<file path="src/rtl/alu_exec_unit.sv">
// alu_exec_unit: 32-bit combinational ALU with an execute pipeline register
// and a free-running modulo-NUM_STAGES stage counter.
// Optional build macro ALU_EXEC_DEBUG_EN exposes the ALU select and operands
// as dbg_op_select / dbg_in0 / dbg_in1.
module alu_exec_unit #(
    parameter int NUM_STAGES = 5,
    parameter int STAGE_W    = 3
) (
    input  logic               clk,
    input  logic               rst,
    input  logic [4:0]         alu_operation,
    input  logic [31:0]        reg_value_0,
    input  logic [31:0]        reg_value_1,
    output logic [31:0]        alu_comb,
    output logic [31:0]        alu_result,
    output logic [STAGE_W-1:0] stage
`ifdef ALU_EXEC_DEBUG_EN
    ,
    output logic [4:0]         dbg_op_select,
    output logic [31:0]        dbg_in0,
    output logic [31:0]        dbg_in1
`endif
);

    // Opcodes as emitted by the instruction decoder
    localparam logic [4:0] OP_ADD  = 5'd0;
    localparam logic [4:0] OP_SUB  = 5'd1;
    localparam logic [4:0] OP_AND  = 5'd2;
    localparam logic [4:0] OP_OR   = 5'd3;
    localparam logic [4:0] OP_XOR  = 5'd4;
    localparam logic [4:0] OP_SLL  = 5'd5;
    localparam logic [4:0] OP_SRL  = 5'd6;
    localparam logic [4:0] OP_SRA  = 5'd7;
    localparam logic [4:0] OP_EQ   = 5'd8;
    localparam logic [4:0] OP_SLT  = 5'd9;
    localparam logic [4:0] OP_SLTU = 5'd10;
    localparam logic [4:0] OP_NOT  = 5'd11;
    localparam logic [4:0] OP_PASS = 5'd12;

    localparam logic [STAGE_W-1:0] STAGE_LAST = STAGE_W'(NUM_STAGES - 1);

    // Catch illegal counter configurations at elaboration time
    if (NUM_STAGES < 2 || NUM_STAGES > 16 || (1 << STAGE_W) < NUM_STAGES) begin : g_bad_cfg
        $error("alu_exec_unit: illegal NUM_STAGES/STAGE_W combination");
    end

    // Control: operands and select go straight through, untouched
    logic [31:0] alu_in0;
    logic [31:0] alu_in1;
    logic [4:0]  op_select;
    logic [4:0]  shamt;

    assign alu_in0   = reg_value_0;
    assign alu_in1   = reg_value_1;
    assign op_select = alu_operation;
    assign shamt     = alu_in1[4:0];   // upper shift bits are ignored

`ifdef ALU_EXEC_DEBUG_EN
    assign dbg_op_select = op_select;
    assign dbg_in0       = alu_in0;
    assign dbg_in1       = alu_in1;
`endif

    // ALU datapath; carries/overflow dropped, compares zero-extended, unused codes give 0
    always_comb begin
        alu_comb = 32'h0;
        case (op_select)
            OP_ADD:  alu_comb = alu_in0 + alu_in1;
            OP_SUB:  alu_comb = alu_in0 - alu_in1;
            OP_AND:  alu_comb = alu_in0 & alu_in1;
            OP_OR:   alu_comb = alu_in0 | alu_in1;
            OP_XOR:  alu_comb = alu_in0 ^ alu_in1;
            OP_SLL:  alu_comb = alu_in0 << shamt;
            OP_SRL:  alu_comb = alu_in0 >> shamt;
            OP_SRA:  alu_comb = $unsigned($signed(alu_in0) >>> shamt);
            OP_EQ:   alu_comb = {31'h0, alu_in0 == alu_in1};
            OP_SLT:  alu_comb = {31'h0, $signed(alu_in0) < $signed(alu_in1)};
            OP_SLTU: alu_comb = {31'h0, alu_in0 < alu_in1};
            OP_NOT:  alu_comb = ~alu_in0;
            OP_PASS: alu_comb = alu_in1;
            default: alu_comb = 32'h0;
        endcase
    end

    // Execute pipeline register, loads every cycle
    always_ff @(posedge clk or negedge rst) begin
        if (!rst) alu_result <= 32'h0;
        else      alu_result <= alu_comb;
    end

    // Stage counter, wraps at NUM_STAGES-1 so out-of-range values never appear
    always_ff @(posedge clk or negedge rst) begin
        if (!rst)                     stage <= '0;
        else if (stage == STAGE_LAST) stage <= '0;
        else                          stage <= stage + STAGE_W'(1);
    end

endmodule

</file>
<file path="config.mk">
export PLATFORM = sky130hd
export DESIGN_NAME = alu_exec_unit
export DESIGN_NICKNAME = d
export VERILOG_FILES = /design/src/rtl/alu_exec_unit.sv
export SDC_FILE = /design/constraint.sdc
export NUM_CORES = 1
export LEC_CHECK = 0
export ABC_CLOCK_PERIOD_IN_PS = 18670
export CORE_MARGIN = 1
export CORE_UTILIZATION = 60
export DETAILED_ROUTE_END_ITERATION = 8
export PLACE_DENSITY = 0.88
export SETUP_SLACK_MARGIN = 0.5
export SYNTH_ARGS = -nofsm -noshare
export SYNTH_HDL_FRONTEND = slang
export SYNTH_SLANG_ARGS = --single-unit
export TNS_END_PERCENT = 5
</file>
<file path="constraint.sdc">
create_clock -name clk -period 18.67 [get_ports clk]
set_clock_uncertainty 0.05 [all_clocks]
set_input_delay 3.734 -clock clk [delete_from_list [all_inputs] [get_ports clk]]
set_output_delay 3.734 -clock clk [all_outputs]
set_load 0.02 [all_outputs]
</file>
==> Implementation_results.wiki <==
{| class="wikitable"
! Metric !! Value
|-
| Remaining global-route overflow || 0
|-
| PnR Total Power || 547.5 uW
|-
| Post-synth ARST share || 100.0%
|-
| Synth warnings || 0
|-
| Unrepaired setup endpoints after global routing || no
|-
| Kind of capture point of the worst setup path || primary output
|-
| Max-capacitance violation count || 0
|-
| Dpl hpwl || 33080 microns
|-
| Switching Fraction || 47.91%
|-
| Clock sink total || 35
|-
| Number of standard-cell rows in the floorplan || 48
|-
| # nets final || 1680
|-
| Ordered cell list for the critical path || clkdlybuf4s50_1 > inv_1 > ha_1 > nor2_1 > o311ai_1 > a211oi_1 > o31ai_1 > nor4_1 > o32ai_1 > a41o_1 > mux2i_1 > nor2_1 > clkdlybuf4s50_1
|-
| Synth area leaders || ha_1 (13%), mux4_2 (10%), dfrtp_1 (8.3%), a21oi_1 (6.1%), nor2_1 (5.7%)
|-
| Worst skew pair latency || 0.28 ns
|-
| Outcome || complete, no violations
|-
| Synthesized area per cell || 7.224 sq um
|-
| Hold violation count in the final report || 0
|-
| Crit start category || input pin
|-
| TritonCTS clock tree || yes
|-
| Final critical path time including I/O delays and setup || 12.46 ns
|-
| Flip-flop and latch count after synthesis || 35
|-
| Area after detailed placement || 0.01181 sq mm
|-
| Total wire length || 44730 microns
|-
| Longest Clk Path Bufs || 2
|-
| Number of H-tree levels || 2
|-
| Detailed-routing iteration count for the pre-antenna-repair pass || 6
|-
| Worst VDD drop || 0.03593 mV
|-
| Arrival time worst endpoint || 8.68 ns
|-
| Proportion of netlist area held by the largest area contributor || 12.98%
|-
| Critical-path cell with the highest stage delay || o32ai_1
|-
| Part of the power in registers || 16.0%
|-
| Full die area || 0.01821 sq mm
|-
| Routed len/inst || 25.93 microns
|-
| Final worst-path setup slack || 6.206 ns
|-
| Global-route wire length before repair || 67140 microns
|-
| Portion of total power attributed to the clock network || 18.7%
|-
| Worst rel slew slack || 24.57%
|-
| Layout cell share with drive strength beyond 1 || 7.276%
|-
| Initial DRC Count || 2095
|-
| Clock buffers created by TritonCTS || 5
|-
| Slew at the pin closest to its max-slew limit || 1.131 ns
|-
| Required time at the worst-slack endpoint || 14.89 ns
|-
| Count of port buffers added during placement || 137
|-
| Crit-path max cell delay || 0.87 ns
|-
| Pre-CTS setup slack || 6.393 ns
|-
| Final number of max-transition violations || 0
|-
| Number of global-route vias before repair || 11530
|-
| Net Switching || 262.3 uW
|-
| Core outline area || 0.01730 sq mm
|-
| DRC violation count after routing || 0
|-
| Areal power density over the cells || 45.69 mW/mm^2
|-
| Commonest non-fill, non-tap cell in the layout || nor2_1
|-
| Fillcell total || 1480
|-
| Ratio of final minimum period to clock period || 66.76%
|-
| Global-route usage over all layers || 48.51%
|-
| Netlist area before placement || 0.01061 sq mm
|-
| Root buf cell || clkbuf_16
|-
| Hold Path Class || reg2reg
|-
| Final Setup Violations || 0
|-
| Proportion of synthesized chip area in sequential cells || 8.259%
|-
| Final antenna-violating net count || 0
|-
| Setup Fix Bufs, Post-CTS || 0
|-
| Area growth from synthesis to layout || 12.98%
|-
| Antenna violations before repair || 3
|-
| Final design area excluding fillers || 0.01198 sq mm
|-
| Commonest register cell after synthesis || dfrtp_1
|-
| Worst setup path category || in2out
|-
| Total nets after synthesis || 1651
|-
| Logic gate share of total power || 65.3%
|-
| Number of distinct library cell variants in the gate-level netlist after synthesis || 91
|-
| Highest Clock Rate || 80.23 MHz
|-
| Int Pwr || 285.2 uW
|-
| Hold_buf cts || 0
|-
| Post-route worst hold slack || 0.4381 ns
|-
| Pleak || 5.000 nW
|-
| Via-per-instance ratio || 7.433
|-
| Number of flops mapped to enable cells by yosys || 0
|-
| Number of gates resized after cts || 0
|-
| Initial Utilization || 61.31%
|-
| Maximum net fanout on the critical path || 11
|-
| Mapped Cells || 1468
|-
| Boundary Pins || 138
|-
| Maximum number of pins on one net before global-route repair || 76
|-
| Die Height || 135.0 microns
|-
| Most used cells in the layout excluding fill and tap cells || nor2_1 (161), clkdlybuf4s50_1 (131), a21oi_1 (130)
|-
| Setup TNS || 0 ns
|-
| Leading area contributor after synthesis || ha_1
|-
| Routability cong. || 1.100
|-
| Number of vias in the routed layout || 12820
|-
| Die X-Extent || 135.0 microns
|-
| Clock transition at the registers of the reported paths || 0.06 ns
|}
[state kept, by name, summed over array words and instances (netlist names)]
name	cells
alu_result	32
stage	3
[synth_stat cells, types with 15 or more instances]
cell	number
a211oi_1	31
a21o_1	15
a21oi_1	130
a221oi_1	22
and2_1	15
buf_2	16
clkbuf_1	93
dfrtp_1	35
ha_1	110
inv_1	100
mux2i_1	49
mux4_2	47
nand2_1	104
nand2b_1	21
nand3_1	20
nor2_1	161
nor3_1	30
o211ai_1	26
o21ai_0	73
o21ai_1	38
o22ai_1	25
[logic make-up after synthesis]
group | share of synthesized area [%]
flops | 8.259
simple gates | 19.49
mux | 15.77
xor+xnor | 0.2478
buf+inv | 9.037
fa+ha+maj | 13.36
compound gates | 33.84
[final timing paths]
| check | from | endpoint | slack, ns | depth (start not counted) |
|---|---|---|---|---|
| setup / recovery | reg_value_0[1] | alu_comb[25] | 6.21 | 13 |
| hold / removal | stage[0] | stage[0] | 0.44 | 1 |
| setup reg to reg | stage[0] | stage[2] | 17.63 | 4 |
| hold reg to reg | stage[0] | stage[0] | 0.44 | 1 |
| max in group asynchronous | rst | alu_result[17] | 14.53 | 1 |
| min in group asynchronous | rst | stage[2] | 3.51 | 1 |
[final cells by class]
cell class                 count  area, sq um  share of cell area (%)
tap                          225        281.5                   2.350
antenna                        2        5.005                 0.04177
clock buffer                   5        125.1                   1.044
inverter                     108        405.4                   3.383
timing repair buffer         152         1456                   12.16
sequential                    35        875.8                   7.310
clock inverter                 3        43.79                  0.3655
multi-input combinational   1195         8788                   73.35
[through the flow]
stage / util (%) / std cells
CTS: 69.24 / 1723
global placement: 68.27 / 1715
floorplan: - / 1468
global route: 69.26 / 1724
detailed placement: 68.27 / 1715
finish: 69.27 / 1725
[power groups by stage]
stage	Sequential [mW]	Combinational, mW	Clock, mW
after floorplan	0.101	0.206	0
after global placement	0.0887	0.338	0
after detailed placement	0.0891	0.342	0
after CTS	0.0876	0.343	0.102
after global routing	0.0884	0.377	0.104
final	0.0875	0.358	0.102
[layer usage]
layer	part of all wire, %	up-vias	wire length [microns]	track usage [%]
met2	41	1060	18530	70.53
met5	0.029	-	13	0
met4	6.5	2	2901	27.59
met1	36	5974	16300	63.63
met3	16	237	6992	14.38
li1	-	5549	-	-
[worst max-delay path: cells and delay by family]
kind,cells,cell delay (ns)
muxes,1,0.08
adders and majority gates,1,0.41
AOI/OAI and AO/OA,5,2.48
buffers and inverters,3,1.53
and+or+nand+nor,3,0.44
Note: power is estimated with default switching activity, not from simulation.
